## src/rtl/bus_decoder.sv

```systemverilog
// Address decoder bridging a picorv32 native-bus master to NUM_SLAVES slaves,
// with exec protection, access timeout and a sticky first-fault register.
module bus_decoder #(
    parameter int unsigned                         NUM_SLAVES     = 4,
    parameter int unsigned                         DATA_WIDTH     = 32,
    parameter int unsigned                         ADDR_WIDTH     = 32,
    parameter logic [NUM_SLAVES*ADDR_WIDTH-1:0]    SLAVE_BASE     = {32'h2000_0000, 32'h1000_0000,
                                                                     32'h0000_1000, 32'h0000_0000},
    parameter logic [NUM_SLAVES*ADDR_WIDTH-1:0]    SLAVE_MASK     = {32'hFFFF_FF00, 32'hFFFF_FF00,
                                                                     32'hFFFF_F000, 32'hFFFF_F000},
    parameter logic [NUM_SLAVES-1:0]               EXEC_MASK      = 4'b0001,
    parameter int unsigned                         TIMEOUT_CYCLES = 255,
    parameter logic [DATA_WIDTH-1:0]               ERROR_RDATA    = '0
) (
    input  logic                             clk_in,
    input  logic                             reset_in,
    input  logic                             cpu_valid_in,
    input  logic                             cpu_instr_in,
    input  logic [ADDR_WIDTH-1:0]            cpu_addr_in,
    input  logic [DATA_WIDTH-1:0]            cpu_wdata_in,
    input  logic [DATA_WIDTH/8-1:0]          cpu_wstrb_in,
    output logic                             cpu_ready_out,
    output logic [DATA_WIDTH-1:0]            cpu_rdata_out,
    output logic [NUM_SLAVES-1:0]            slave_enable_out,
    output logic                             slave_write_out,
    output logic [ADDR_WIDTH-3:0]            slave_addr_out,
    output logic [DATA_WIDTH-1:0]            slave_wdata_out,
    output logic [DATA_WIDTH/8-1:0]          slave_wstrb_out,
    input  logic [NUM_SLAVES-1:0]            slave_ready_in,
    input  logic [NUM_SLAVES*DATA_WIDTH-1:0] slave_rdata_in,
    output logic                             fault_out,
    output logic [1:0]                       fault_code_out,
    output logic [ADDR_WIDTH-1:0]            fault_addr_out,
    input  logic                             fault_clear_in
);

    localparam int unsigned CNT_W = (TIMEOUT_CYCLES > 1) ? $clog2(TIMEOUT_CYCLES + 1) : 1;
    localparam logic [CNT_W-1:0] CNT_LAST = CNT_W'(TIMEOUT_CYCLES - 1);

    typedef enum logic [1:0] {IDLE, ACCESS, RESPOND} state_t;
    typedef enum logic [1:0] {
        FC_NONE     = 2'b00,
        FC_UNMAPPED = 2'b01,
        FC_EXEC     = 2'b10,
        FC_TIMEOUT  = 2'b11
    } fault_code_t;

    state_t                  state_q, state_d;
    logic [NUM_SLAVES-1:0]   sel_q, sel_d;
    logic                    write_q, write_d;
    logic [ADDR_WIDTH-3:0]   off_q, off_d;
    logic [DATA_WIDTH-1:0]   wdata_q, wdata_d;
    logic [DATA_WIDTH/8-1:0] wstrb_q, wstrb_d;
    logic [ADDR_WIDTH-1:0]   req_addr_q, req_addr_d;
    logic [CNT_W-1:0]        cnt_q, cnt_d;
    logic [DATA_WIDTH-1:0]   rdata_q, rdata_d;
    logic                    fault_q, fault_d;
    fault_code_t             fcode_q, fcode_d;
    logic [ADDR_WIDTH-1:0]   faddr_q, faddr_d;

    logic                    hit;
    logic                    exec_ok;
    logic [NUM_SLAVES-1:0]   match_sel;
    logic [ADDR_WIDTH-1:0]   masked;
    logic                    sel_ready;
    logic [DATA_WIDTH-1:0]   sel_rdata;
    logic                    new_fault;
    fault_code_t             new_code;
    logic [ADDR_WIDTH-1:0]   new_addr;

    // Address decode: the first match in ascending index order wins.
    always_comb begin
        hit       = 1'b0;
        exec_ok   = 1'b0;
        match_sel = '0;
        masked    = '0;
        for (int unsigned i = 0; i < NUM_SLAVES; i++) begin
            if (!hit && ((cpu_addr_in & SLAVE_MASK[i*ADDR_WIDTH +: ADDR_WIDTH])
                         == SLAVE_BASE[i*ADDR_WIDTH +: ADDR_WIDTH])) begin
                hit          = 1'b1;
                exec_ok      = EXEC_MASK[i];
                match_sel[i] = 1'b1;
                masked       = cpu_addr_in & ~SLAVE_MASK[i*ADDR_WIDTH +: ADDR_WIDTH];
            end
        end
    end

    always_comb begin
        sel_ready = |(slave_ready_in & sel_q);
        sel_rdata = '0;
        for (int unsigned i = 0; i < NUM_SLAVES; i++) begin
            if (sel_q[i]) begin
                sel_rdata = sel_rdata | slave_rdata_in[i*DATA_WIDTH +: DATA_WIDTH];
            end
        end
    end

    always_comb begin
        state_d    = state_q;
        sel_d      = sel_q;
        write_d    = write_q;
        off_d      = off_q;
        wdata_d    = wdata_q;
        wstrb_d    = wstrb_q;
        req_addr_d = req_addr_q;
        cnt_d      = cnt_q;
        rdata_d    = rdata_q;
        new_fault  = 1'b0;
        new_code   = FC_NONE;
        new_addr   = req_addr_q;

        unique case (state_q)
            IDLE: begin
                if (cpu_valid_in) begin
                    sel_d      = match_sel;
                    write_d    = |cpu_wstrb_in;
                    off_d      = masked[ADDR_WIDTH-1:2];
                    wdata_d    = cpu_wdata_in;
                    wstrb_d    = cpu_wstrb_in;
                    req_addr_d = cpu_addr_in;
                    cnt_d      = '0;
                    if (!hit || (cpu_instr_in && !exec_ok)) begin
                        new_fault = 1'b1;
                        new_code  = hit ? FC_EXEC : FC_UNMAPPED;
                        new_addr  = cpu_addr_in;
                        rdata_d   = ERROR_RDATA;
                        state_d   = RESPOND;
                    end else begin
                        state_d = ACCESS;
                    end
                end
            end
            ACCESS: begin
                if (sel_ready) begin
                    rdata_d = sel_rdata;
                    state_d = RESPOND;
                end else if (cnt_q == CNT_LAST) begin
                    new_fault = 1'b1;
                    new_code  = FC_TIMEOUT;
                    rdata_d   = ERROR_RDATA;
                    state_d   = RESPOND;
                end else begin
                    cnt_d = cnt_q + CNT_W'(1);
                end
            end
            RESPOND: state_d = IDLE;
            default: state_d = IDLE;
        endcase
    end

    // Clear is applied first so a fault arriving with it is still captured.
    always_comb begin
        fault_d = fault_q;
        fcode_d = fcode_q;
        faddr_d = faddr_q;
        if (fault_clear_in) begin
            fault_d = 1'b0;
            fcode_d = FC_NONE;
            faddr_d = '0;
        end
        if (new_fault && (!fault_q || fault_clear_in)) begin
            fault_d = 1'b1;
            fcode_d = new_code;
            faddr_d = new_addr;
        end
    end

    always_ff @(posedge clk_in) begin
        if (reset_in) begin
            state_q    <= IDLE;
            sel_q      <= '0;
            write_q    <= 1'b0;
            off_q      <= '0;
            wdata_q    <= '0;
            wstrb_q    <= '0;
            req_addr_q <= '0;
            cnt_q      <= '0;
            rdata_q    <= '0;
            fault_q    <= 1'b0;
            fcode_q    <= FC_NONE;
            faddr_q    <= '0;
        end else begin
            state_q    <= state_d;
            sel_q      <= sel_d;
            write_q    <= write_d;
            off_q      <= off_d;
            wdata_q    <= wdata_d;
            wstrb_q    <= wstrb_d;
            req_addr_q <= req_addr_d;
            cnt_q      <= cnt_d;
            rdata_q    <= rdata_d;
            fault_q    <= fault_d;
            fcode_q    <= fcode_d;
            faddr_q    <= faddr_d;
        end
    end

    assign cpu_ready_out    = (state_q == RESPOND);
    assign cpu_rdata_out    = rdata_q;
    assign slave_enable_out = (state_q == ACCESS) ? sel_q : '0;
    assign slave_write_out  = (state_q == ACCESS) && write_q;
    assign slave_addr_out   = off_q;
    assign slave_wdata_out  = wdata_q;
    assign slave_wstrb_out  = wstrb_q;
    assign fault_out        = fault_q;
    assign fault_code_out   = fcode_q;
    assign fault_addr_out   = faddr_q;

endmodule

```

## config.mk

```make
export PLATFORM = sky130hd
export DESIGN_NAME = bus_decoder
export DESIGN_NICKNAME = d
export VERILOG_FILES = /design/src/rtl/bus_decoder.sv
export SDC_FILE = /design/constraint.sdc
export NUM_CORES = 1
export LEC_CHECK = 0
export CAP_MARGIN = 40
export CORE_ASPECT_RATIO = 0.75
export CORE_MARGIN = 4
export CORE_UTILIZATION = 30
export DETAILED_ROUTE_END_ITERATION = 8
export HOLD_SLACK_MARGIN = 0.03
export PLACE_DENSITY = 0.67
export SYNTH_ARGS = -nofsm -noshare
export SYNTH_HDL_FRONTEND = slang
export SYNTH_SLANG_ARGS = --single-unit
```

## constraint.sdc

```tcl
create_clock -name clk_in -period 2.7 [get_ports clk_in]
set_input_delay 0.27 -clock clk_in [delete_from_list [all_inputs] [get_ports clk_in]]
set_output_delay 0.27 -clock clk_in [all_outputs]
set_load 0.1 [all_outputs]
```

# After elaboration in Yosys (flattened, before gate mapping)
# Index checks and enable logic that the tools add are counted.
# totals
word_cells	105
inputBits	205
out_inout_bits	139
regBits	180
# classes
n_eq_ne	11
add_sub_neg	1
n_reduce_logical	24
bitwise	4
n_mux	53
# op_table
cell	n
$mux 32	14
$or 32x32->32	3
$pmux 32 s2	1
$mux 12	3
$logic_not 32->1	1
$eq 24x21->1 const B	1
$eq 24x22->1 const B	1
$mux 8	3
$mux 2	11
$eq 20x1->1 const B	1
$mux 1	16
$pmux 8 s2	1
$add 8x1->8 const B	1
$eq 8x8->1 const B	1
$ne 2x2->1 const B	4
$pmux 2 s2	2
$reduce_and 4->1	2
$reduce_or 4->1	2
$logic_and 1x1->1	6
$logic_not 1->1	6
$and 4x4->4	1
$mux 4	1
$reduce_and 2->1	2
$reduce_bool 2->1	2
other kinds (6)	7

# Longest topological paths before layout
# logic_depth
depth_word	19
depth_mapped	9

# Least setup slack after synthesis
# Ideal clock, no wire load.
# synth_timing
kind	reg-to-reg
startpoint	register sel_q[3]
endpoint	register faddr_q[10] (netlist: fault_addr_out[10])
synth_period_minus_slack_ps	2199
stages_incl_launch_ff	10
slack_ps	501
t_arrival_ps	2119
path_cell_list	dfxtp_1 > buf_2 > a22o_1 > a221o_1 > or4_4 > buf_6 > and2_4 > buf_6 > buf_6 > a211oi_2
# synth_between
elab_chain_cells	6
# synth_lines
item	line	text
from (decl)	49	logic [NUM_SLAVES-1:0] sel_q, sel_d;
from (signal assigned)	184	sel_q <= sel_d;
$and 4x4->4 (*)	89	sel_ready = |(slave_ready_in & sel_q);
$reduce_or 4->1 (*)	89	
$mux 1 (*)	134	if (sel_ready) begin
$pmux 1 s2 (*)	112	unique case (state_q)
$logic_and 1x1->1 (*)	161	if (new_fault && (!fault_q || fault_clear_in)) begin
$mux 32 / $reduce_bool 2->1 (equally long branches)	n/a	
to (signal assigned)	194	faddr_q <= faddr_d;
to (decl)	59	logic [ADDR_WIDTH-1:0] faddr_q, faddr_d;
# Every way passes the cells marked *; elsewhere a longest branch is shown, timed or not.
# A chain may end at the register's enable or synchronous reset.

# Worst setup path after layout
# layout_timing
startpoint	input port cpu_addr_in[15]
endpoint	register rdata_q[7] (netlist: cpu_rdata_out[7])
# layout_between
elab_chain_cells	16
# layout_lines
item	line	text
from (decl)	19	input logic [ADDR_WIDTH-1:0] cpu_addr_in,
$logic_not 32->1	78	if (!hit && ((cpu_addr_in & SLAVE_MASK[i*ADDR_WIDTH +: ADDR_WIDTH])
$mux 1	78	
$logic_not 1->1	78	
$logic_and 1x1->1	78	
$mux 1	78	
$logic_not 1->1	78	
$logic_and 1x1->1	78	
$mux 1	78	
$logic_not 1->1	78	
$logic_and 1x1->1	78	
$mux 1	78	
$logic_not 1->1	122	if (!hit || (cpu_instr_in && !exec_ok)) begin
$logic_and 1x1->1	122	
$logic_or 1x1->1 (*)	122	
$ne 2x2->1 (no source line) (*)	n/a	
$reduce_and 4->1 (no source line) (*)	n/a	
to (signal assigned)	191	rdata_q <= rdata_d;
to (decl)	56	logic [DATA_WIDTH-1:0] rdata_q, rdata_d;
# Marks and branches as above.

==> flow_metrics.tcl <==
set metrics [dict create \
    run_status "finished, final reports clean" \
    power.density_cell_area_mw_per_mm2 588.2 \
    i_o_buffers 323 \
    synth_top_area_cell "dfxtp_1" \
    yosysTopAreaCellShare_pct 45.33 \
    filler_cell_count 2232 \
    die_width_um 185.2 \
    skew_final_ps 9.996 \
    worstMarginPinSlew_ps 802.1 \
    overflow 0 \
    tritoncts_num_sinks 160 \
    reg2reg_to "fault_addr_out[15]" \
    max_cap_violations 0 \
    flip_flop_and_latch_count_after_synthesis 160 \
    utilization_pct 47.71 \
    launch_instance_of_the_worst_register_to_register_path "sel_q[2]" \
    first_pass_grt_wire_length_um 38490 \
    htreeDepth 4 \
    max_clock_freq_mhz 434.8 \
    drt.antenna.violating_nets 0 \
    n_antenna_cell 0 \
    hpwl_um 18580 \
    synth_seq_area_share_pct 45.33 \
    fp.dieH_um 140.9 \
    drcViolationCount 0 \
    ir_drop_mv 0.3181 \
    detail_route.first_pass.iterations 5 \
    synthTopCellsByArea "dfxtp_1 45%, nand2_1 8.0%, a22o_1 5.6%" \
    worstSetupPathType "in -> reg" \
    cts_inserted_buffers 17 \
    worst_skew_pair.late_latency_ps 420 \
    yosys_warnings 0 \
    number_of_failing_hold_endpoints_at_the_final_stage 0 \
    row_count 48 \
    routedWlPerCell_um 17.57 \
    total_leakage_power_nw 4.199 \
    postSynth.asyncResetShare_pct 0 \
    r2r.worst_path.cells 6 \
    tritoncts "built" \
    ff_latch_area_mm2 0.003203 \
    synth_cells 818 \
    synth_cell_type_count 54 \
    postCtsResizedCells 0 \
    final_min_period_over_clock_period_pct 85.18 \
    flow.area_growth_from_synthesis_pct 55.68 \
    period_minus_slack_ps 2300 \
    cts_hold_buffers 0 \
    hold_ws_ps 309.4 \
    final-max-slew-violation-count 0 \
    worst_slew_margin_rel_pct 46.52 \
    synthesis.area_per_instance_um2 8.639 \
    area_of_the_mapped_netlist_mm2 0.007067 \
    postSynth.topFlopCell "dfxtp_1" \
    timing.reg2reg.setup_slack_ps 520 \
    final_cell_count_no_fill 1434 \
    edff_count_synth 0 \
    setup_violations 0 \
    num_io_pins 344 \
    critPathArrivalTime_ps 2630 \
    register_clock_pin_slew_on_the_reported_worst_setup_and_hold_paths_ps 60 \
    initial_drt_markers 431 \
    worst-path-max-fanout 32 \
    post_drt_via_cell_ratio 4.954 \
    die_area_mm2 0.02610 \
    worstSetupEndpoint "cpu_rdata_out[7]" \
    gp_congestion 0.8506 \
    min_path_type "in -> reg" \
    grtUsageTotal_pct 18.68 \
    startpoint_type "input port" \
    setup.worst_path.end_class "register" \
    clock_path_buffers 2 \
    grt_setup_unrepaired "no" \
    place_inst 1402 \
    clockRootBuffer "clkbuf_16" \
    grt_pass1_vias 6861 \
    wl_um 25200 \
    finalNetCount 1328 \
    coreArea_mm2 0.02306 \
    share_of_final_layout_standard_cells_stronger_than_drive_strength_1_pct 19.66 \
    total_setup_buffers_inserted_after_cts 0 \
    critical_path_required_ps 3030 \
    starting_density_of_the_core_pct 30.64 \
    routed-via-count 7104 \
    multiInputGateArea_mm2 0.003369 \
    worst_setup_path_startpoint "cpu_addr_in[15]" \
    pin_count_of_the_biggest_net_entering_global_routing 74 \
    grt_antenna_before_repair 1 \
]
power by group:
group	switching, mW	total, mW	internal [mW]
Sequential	0.0539	2.51	2.46
Combinational	0.962	1.44	0.475
Clock	0.984	2.52	1.54
Total	2.00	6.47	4.47
synthesized netlist by cell type (all sizes together), types with 2 or more instances:
cell      n
dfxtp   160
nand2   150
nor2     63
a21oi    57
clkbuf   57
a22o     45
o21ai    39
inv      35
a211oi   33
a221oi   33
o32ai    32
buf      31
a22oi    19
and2      6
nor3      6
nor2b     5
nor4      5
nand2b    4
or4       4
xnor2     4
nand3     3
ha        2
mux2i     2
nand4     2
or3       2
layout make-up:
type                            count  area share, %
Sequential cell                   160          29.11
Clock buffer                       21          4.276
Multi-Input combinational cell    553          30.63
Timing Repair Buffer              353          29.96
Clock inverter                     11          1.387
Inverter                           36          1.228
Tap cell                          300          3.412
how the worst min path moves through the flow:
stage | endpoint | startpoint | cells after the start
after CTS | sel_q[0] | reset_in | 2
after detailed placement | req_addr_q[1] | req_addr_q[1] | 2
after floorplan | sel_q[1] | cpu_addr_in[12] | 1
final | sel_q[0] | reset_in | 2
after global routing | sel_q[0] | reset_in | 2
after global placement | req_addr_q[12] | req_addr_q[12] | 2
sequential cells by signal (all words and copies together) (netlist names):
name / count
slave_addr_out: 10
fault_out: 1
fault_addr_out: 32
slave_wdata_out: 32
req_addr_q: 32
fault_code_out: 2
write_q: 1
cpu_rdata_out: 32
state_q: 2
sel_q: 4
cnt_q: 8
slave_wstrb_out: 4
routing by layer:
layer / global-route usage, % / part of all wire, %
met1: 24.87 / 44
met2: 29.56 / 47
met3: 5.468 / 6.8
met4: 5.251 / 1.5
met5: 0 / 0.028
logic make-up after synthesis:
| group | count (synthesis) | synth area share, % |
|---|---|---|
| other | 1 | 0.05307 |
| and+or+nand+nor | 255 | 15.23 |
| DFF | 160 | 45.33 |
| buffers and inverters | 124 | 8.304 |
| AOI/OAI and AO/OA | 269 | 29.83 |
| muxes | 2 | 0.2833 |
| adders and majority gates | 2 | 0.3541 |
| xor gates and xnor gates | 5 | 0.6197 |
placed cells by master (no fill, tap or decap), types with 11 or more instances in the layout:
cell,instances
clkdlybuf4s50_1,203
dfxtp_1,160
nand2_1,150
buf_4,139
nor2_1,63
a21oi_1,55
a22o_1,45
o21ai_0,37
inv_1,35
a221oi_1,33
o32ai_1,32
a211oi_2,30
conb_1,20
a22oi_1,19
clkbuf_16,17
buf_12,11
stage by stage:
stage	power, mW	setup TNS (ps)	area, um^2	worst slack, ps
after floorplan	3.473	0	7138	501.2
after global placement	3.991	0	10370	54.25
after detailed placement	4.004	-272.8	10380	-34.16
after CTS	6.557	0	11000	403.5
after global routing	6.737	0	11000	228.9
final	6.472	0	11000	400.1
critical path, stage by stage:
cell and delay [ps]:
clkdlybuf4s50_1 470, or4_1 570, nor3_2 250, o211ai_1 280, o21ai_1 260, a21oi_2 100, buf_12 180, o32ai_1 230
(Power assumes the default switching activity.)
